### config.mk
export PLATFORM = sky130hd
export DESIGN_NAME = hazard_ctrl
export DESIGN_NICKNAME = d
export VERILOG_FILES = /design/src/rtl/hazard_pkg.sv /design/src/rtl/hazard_ctrl_md_tracker.sv /design/src/rtl/hazard_ctrl.sv
export SDC_FILE = /design/constraint.sdc
export NUM_CORES = 1
export LEC_CHECK = 0
export ABC_CLOCK_PERIOD_IN_PS = 2000
export CORE_MARGIN = 5
export CORE_UTILIZATION = 36
export CTS_CLUSTER_SIZE = 28
export DETAILED_ROUTE_END_ITERATION = 12
export GPL_TIMING_DRIVEN = 0
export PLACE_DENSITY_LB_ADDON = 0.08
export SYNTH_ARGS = -nofsm -noshare
export SYNTH_HDL_FRONTEND = slang
export SYNTH_SLANG_ARGS = --single-unit
export TNS_END_PERCENT = 5
### constraint.sdc
create_clock -name clk -period 2 [get_ports clk]
set_input_delay 0.3 -clock clk [delete_from_list [all_inputs] [get_ports clk]]
set_output_delay 0.3 -clock clk [all_outputs]
set_load 0.05 [all_outputs]
### src/rtl/hazard_pkg.sv
// Shared types and constants for the pipeline hazard controller.
package hazard_pkg;

    typedef enum logic {
        MD_IDLE = 1'b0,
        MD_BUSY = 1'b1
    } md_state_t;

    localparam logic [4:0] REG_ZERO    = 5'd0;
    localparam int         MUL_LAT_DEF = 4;
    localparam int         DIV_LAT_DEF = 12;

endpackage

### src/rtl/hazard_ctrl_md_tracker.sv
// HI/LO busy tracker: holds busy for exactly LAT cycles after an accepted mult/div issue.
module md_tracker
    import hazard_pkg::*;
#(
    parameter int MUL_LAT = MUL_LAT_DEF,
    parameter int DIV_LAT = DIV_LAT_DEF,
    parameter int CNT_W   = 4
) (
    input  logic clk,
    input  logic rst,
    input  logic start,
    input  logic is_div,
    input  logic accept,
    output logic busy,
    output logic done
);

    localparam logic [CNT_W-1:0] MUL_LD = CNT_W'(MUL_LAT - 1);
    localparam logic [CNT_W-1:0] DIV_LD = CNT_W'(DIV_LAT - 1);

    md_state_t        state, state_nxt;
    logic [CNT_W-1:0] cnt, cnt_nxt;

    always_ff @(posedge clk or posedge rst) begin
        if (rst) begin
            state <= MD_IDLE;
            cnt   <= '0;
        end else begin
            state <= state_nxt;
            cnt   <= cnt_nxt;
        end
    end

    always_comb begin
        state_nxt = state;
        cnt_nxt   = cnt;
        done      = 1'b0;
        case (state)
            MD_IDLE: begin
                if (start && accept) begin
                    state_nxt = MD_BUSY;
                    cnt_nxt   = is_div ? DIV_LD : MUL_LD;
                end
            end
            MD_BUSY: begin
                if (cnt == '0) begin
                    done      = 1'b1;
                    state_nxt = MD_IDLE;
                end else begin
                    cnt_nxt = cnt - 1'b1;
                end
            end
            default: state_nxt = MD_IDLE;
        endcase
    end

    assign busy = (state == MD_BUSY);

endmodule

### src/rtl/hazard_ctrl.sv
// Pipeline hazard controller: load-use / branch-in-ID stalls, taken-branch flush, HI/LO busy.
// Optional performance counters enabled with `define HAZARD_PERF_EN.
module hazard_ctrl
    import hazard_pkg::*;
#(
    parameter int MUL_LAT = MUL_LAT_DEF,
    parameter int DIV_LAT = DIV_LAT_DEF,
    parameter int CNT_W   = 4
) (
    input  logic        clk,
    input  logic        rst,
    input  logic [4:0]  id_rs,
    input  logic [4:0]  id_rt,
    input  logic        id_branch,
    input  logic        id_taken,
    input  logic        id_md_start,
    input  logic        id_md_div,
    input  logic        id_hilo_rd,
    input  logic        ex_mem_read,
    input  logic        ex_reg_write,
    input  logic [4:0]  ex_wr_reg,
    input  logic        mem_mem_read,
    input  logic [4:0]  mem_wr_reg,
    output logic        pc_we,
    output logic        fd_we,
    output logic        fd_clr,
    output logic        de_clr,
    output logic        md_busy,
    output logic        md_done
`ifdef HAZARD_PERF_EN
    ,
    output logic [31:0] perf_stall,
    output logic [31:0] perf_flush,
    output logic [31:0] perf_md_stall
`endif
);

    function automatic logic hit(input logic [4:0] r, input logic [4:0] rs, input logic [4:0] rt);
        return (r != REG_ZERO) && ((r == rs) || (r == rt));
    endfunction

    logic lu_stall, br_stall, md_stall, stall;

    assign lu_stall = ex_mem_read && hit(ex_wr_reg, id_rs, id_rt);
    assign br_stall = id_branch && ((ex_reg_write && hit(ex_wr_reg, id_rs, id_rt)) ||
                                    (mem_mem_read && hit(mem_wr_reg, id_rs, id_rt)));
    assign md_stall = md_busy && (id_hilo_rd || id_md_start);
    assign stall    = lu_stall | br_stall | md_stall;

    md_tracker #(
        .MUL_LAT (MUL_LAT),
        .DIV_LAT (DIV_LAT),
        .CNT_W   (CNT_W)
    ) u_md (
        .clk    (clk),
        .rst    (rst),
        .start  (id_md_start),
        .is_div (id_md_div),
        .accept (!stall),
        .busy   (md_busy),
        .done   (md_done)
    );

    // A stall holds the unresolved branch in ID, so it suppresses the flush.
    always_comb begin
        pc_we  = 1'b1;
        fd_we  = 1'b1;
        fd_clr = id_taken;
        de_clr = 1'b0;
        if (rst) begin
            pc_we  = 1'b0;
            fd_we  = 1'b0;
            fd_clr = 1'b1;
            de_clr = 1'b1;
        end else if (stall) begin
            pc_we  = 1'b0;
            fd_we  = 1'b0;
            fd_clr = 1'b0;
            de_clr = 1'b1;
        end
    end

`ifdef HAZARD_PERF_EN
    always_ff @(posedge clk or posedge rst) begin
        if (rst) begin
            perf_stall    <= '0;
            perf_flush    <= '0;
            perf_md_stall <= '0;
        end else begin
            if (stall)    perf_stall    <= perf_stall + 32'd1;
            if (fd_clr)   perf_flush    <= perf_flush + 32'd1;
            if (md_stall) perf_md_stall <= perf_md_stall + 32'd1;
        end
    end
`endif

endmodule

==> results of run 1 <==
## flip-flops by register name, summed over array words and instances (netlist names)
register and flops:
u_md.cnt 4, u_md.busy 1
## layout by cell type (no fill, tap or decap)
cell                              instances
sky130_fd_sc_hd__buf_2                    2
sky130_fd_sc_hd__a221oi_1                 1
sky130_fd_sc_hd__o31ai_1                  1
sky130_fd_sc_hd__nor3b_4                  1
sky130_fd_sc_hd__a211o_1                  1
sky130_fd_sc_hd__nor2_1                   6
sky130_fd_sc_hd__clkbuf_1                 1
sky130_fd_sc_hd__buf_6                    4
sky130_fd_sc_hd__xnor2_1                 19
sky130_fd_sc_hd__o32ai_1                  1
sky130_fd_sc_hd__a22oi_2                  1
sky130_fd_sc_hd__o22ai_2                  2
sky130_fd_sc_hd__dfrtp_1                  5
sky130_fd_sc_hd__o41ai_1                  1
sky130_fd_sc_hd__a221o_1                  1
sky130_fd_sc_hd__nor3_1                   1
sky130_fd_sc_hd__clkdlybuf4s50_1         10
sky130_fd_sc_hd__a21oi_1                  3
sky130_fd_sc_hd__or4_1                    1
sky130_fd_sc_hd__or3_4                    1
sky130_fd_sc_hd__clkbuf_4                 3
sky130_fd_sc_hd__and2_4                   1
sky130_fd_sc_hd__o311a_4                  1
sky130_fd_sc_hd__and2_1                   1
sky130_fd_sc_hd__inv_1                    4
sky130_fd_sc_hd__xnor2_2                  1
sky130_fd_sc_hd__and2_0                   1
sky130_fd_sc_hd__nand2_1                  7
sky130_fd_sc_hd__dlygate4sd2_1           10
sky130_fd_sc_hd__buf_4                    5
sky130_fd_sc_hd__nor3_2                   1
sky130_fd_sc_hd__nand3_1                  5
sky130_fd_sc_hd__a22o_1                   1
sky130_fd_sc_hd__buf_8                    2
sky130_fd_sc_hd__ha_1                     1
sky130_fd_sc_hd__dlymetal6s2s_1           7
sky130_fd_sc_hd__a31o_2                   1
sky130_fd_sc_hd__and3_4                   1
sky130_fd_sc_hd__o21ai_0                  2
sky130_fd_sc_hd__a21oi_2                  1
## layout make-up
class	instances	share of cell area
plain buffers	1	0.01023
well taps	16	0.01818
multi-input cells	66	0.4693
repair buffers	39	0.3511
flip-flops and latches	5	0.1136
clock buffers	4	0.02386
inverters	4	0.01364
## how the worst max path moves through the flow
stage             to  slack (ns)
3_3_place_gp   pc_we       -1.11
2_1_floorplan  pc_we        0.05
3_5_place_dp   pc_we       -1.13
5_1_grt        pc_we       -0.08
4_1_cts        pc_we       -0.08
6_report       pc_we       -0.02
## cells by family after synthesis
logic type                 share of synthesized area
and+or+nand+nor                               0.2171
adders and majority gates                    0.02087
xor gates and xnor gates                      0.2923
DFF                                           0.2088
AOI/OAI and AO/OA                             0.2171
buffers and inverters                        0.04383
## critical path: stages
cell                      delay, ns
sky130_fd_sc_hd__buf_8         0.10
sky130_fd_sc_hd__or3_4         0.38
sky130_fd_sc_hd__o311a_4       0.32
sky130_fd_sc_hd__a22oi_2       0.17
sky130_fd_sc_hd__and3_4        0.22
sky130_fd_sc_hd__buf_6         0.09
sky130_fd_sc_hd__buf_8         0.13
## where the power goes
| part | total [µW] | switching, µW | internal, µW |
|---|---|---|---|
| logic | 528 | 276 | 252 |
| clock network | 119 | 43.8 | 75.6 |
| registers | 212 | 63.2 | 149 |
| total | 860 | 383 | 476 |
## per-layer routing
| layer | vias to the layer above | GRT usage | part of all wire |
|---|---|---|---|
| li1 | 362 | - | - |
| met1 | 336 | 0.1752 | 0.42 |
| met2 | 37 | 0.2293 | 0.49 |
| met3 | 2 | 0.05917 | 0.088 |
| met4 | 0 | 0.02979 | 0.0030 |
| met5 | - | 0 | 0 |
## per-stage QoR
stage                     cell area [µm²]    util  setup WS, ns  setup TNS, ns  total power (µW)
after floorplan                     613.1       -       0.04624              0             518.8
after global placement              983.4  0.6380        -1.109         -6.582             683.2
after detailed placement            983.4  0.6380        -1.134         -6.713             695.8
after CTS                            1041  0.6753      -0.07579        -0.1618             833.2
after global routing                 1101  0.7143      -0.08439        -0.1523             925.5
final                                1101  0.7143      -0.02127       -0.02127             859.6
## timing repair
item | CTS | global route
endpoints found under the hold margin | 0 | 0
gates resized for setup | 63 | 14
buffers inserted | 3 | 1
pin swaps | 8 | 5
hold buffers | 0 | 0
setup endpoints to repair | 10 | 7
==> results.txt, run 1 <==
The run gives 135 as the number of standard cells in the layout, taps in and fillers out. The post-route clock period utilization is 1.011. The maximum count of clock buffers along a single path is 2, and the relative slew slack is 0.6678.

The tools report the global routing usage summed across all routing layers as 0.1419. The run finished, with violations left. At the pin with the least slew margin, the transition time is 0.4967 ns. The logs give 1 for the final number of setup-violating endpoints and 3 for the clock buffer count from CTS. The tree is rooted in a sky130_fd_sc_hd__clkbuf_4.

For the total via count after detailed routing, the log shows 737. The net count reported at finish came out at 151. The synthesized flop and latch total is 5. By count the netlist is led by sky130_fd_sc_hd__xnor2_1, sky130_fd_sc_hd__nand2_1, sky130_fd_sc_hd__nor2_1.

The floorplan step defined a die boundary enclosing 2581 µm². In the routed layout, each cell is associated on average with a via count of 5.459. When the netlist entered floorplanning its net count stood at 108. The logs give -0.02127 ns for the final worst slack and 131 for the total of fill cells in the finished design. The post-detailed-route count of antenna-violating nets was 0; the count of flip-flops with a built-in enable after synthesis was 0.

Relative to the synthesized area, the layout overhead comes to 83.72%. The repair_antennas step left the layout with diodes totalling 0. The logs give 2.010 mm for the sum of routed wire length over all layers and 0 for the number of design rule violations left after detail routing.

The library cell with the highest instance count after synthesis was sky130_fd_sc_hd__xnor2_1. Input and output buffers added on the ports amount to 35. The tools report the first element of the critical path as mem_wr_reg[1]. In the final layout, the multi-input gates occupy 516.7 µm².

The startpoint identified for the worst register-to-register timing path is u_md.busy$_DFF_PP0_. Post-route worst hold slack: 0.3262 ns. The hold violation total from the final report is 0, and the signal arrival time at the worst endpoint is 1.72 ns. Summed over all cells, the static leakage comes to 0.0005126 µW. The run gives 77 as the cell count after synthesis. The sort of element at the end of the critical path is an output pin. After synthesis, the cell types taking the most area are sky130_fd_sc_hd__xnor2_1, sky130_fd_sc_hd__dfrtp_1, sky130_fd_sc_hd__nand2_1.

The number of cells on the worst reg-to-reg path is 4. Dividing the detail-routed wire length by the instance count gives 14.89 µm. The area share of the leading cell type in the synthesized netlist works out to 0.2923.

The logs give 0 for the number of antenna violations at the first check in global routing and 599.3 µm² for the mapped cell area. Among all flip-flop cells after synthesis, the most frequent one is sky130_fd_sc_hd__dfrtp_1. For this run the aggregate overflow at the end of global routing stands at 0. Synthesis instantiated 29 different standard cells from the library.

The die is 50.80 µm tall. The logs give 2.953 mm for the first-pass GRT wire length and 1541 µm² for the core region area. The initial standard-cell utilization of the core is 0.3888, and the row count is 14.

The max-capacitance violation count was 0; the maximum clock skew at final layout was 0.007568 ns. STA classifies the critical path startpoint as an input port. Post-detailed-placement half-perimeter wirelength: 1.503 mm.

The tree built by TritonCTS fans out to 5 sinks. For the number of detailed-route iterations in the first pass, the log shows 4. Clock-pin slew was measured on the worst setup and hold paths at 0.05 ns. For the final-report max-slew violation count, the log shows 0. After detailed placement, the design holds a cell count of 128.

In this run the mean area of a mapped cell was 7.783 µm². Setup repair after global routing could not meet its margin everywhere. In this run the critical register-to-register path is captured at u_md.cnt[2]$_DFFE_PP0P_. The synthesized design spends more area on one cell type than any other, namely sky130_fd_sc_hd__xnor2_1. The share of layout cells above drive strength 1 was 0.2353; the via count of the first global-routing pass was 702. The async set-reset flop share out of synthesis was 1.000; the sequential area share after synthesis was 0.2088. For the endpoint required time on the critical path, the log shows 1.70 ns. TritonCTS built the clock tree.

In this run, the number of DRC markers left after iteration 0 of detailed routing was 15. For flop-to-flop paths, the worst setup slack is 0.41 ns. The final reports fail on negative setup slack.

For this run, the number of Yosys warnings is 0. The power density of the placed cells was 780.7 nW/µm². Maximum fanout along the worst path: 3.

The run gives 0.8110 as the final weighted congestion of routability-driven global placement. The run gives 706.5 µV as the largest vdd supply drop. Clock latency on the worst-skew pair, taken at its later pin, is 0.25 ns.

The tightest min-delay check is of the in2async type. In this run the count of I/O pins placed on the die edge is 36. By startpoint and endpoint, the worst setup path is classified as in2out.

For the sequential cell area in the final layout, the log shows 125.1 µm². The die width was 50.80 µm. The tools report the maximum number of pins on one net before global-route repair as 10. For this run, the top clock speed supported by timing is 494.7 MHz. CTS H-tree depth: 1. The post-route minimum period works out to 2.021 ns.
(Power assumes the default switching activity.)
==> run 2, diff against run 1 <==
- SLEW_MARGIN: not set -> 20
==> results of run 2 <==
Final layout, timing and power as in run 1 (identical DEF).
==> run 3, diff against run 2 <==
- SLEW_MARGIN: 20 -> not set
==> results of run 3 <==
Final layout, timing and power as in run 1 (identical DEF).
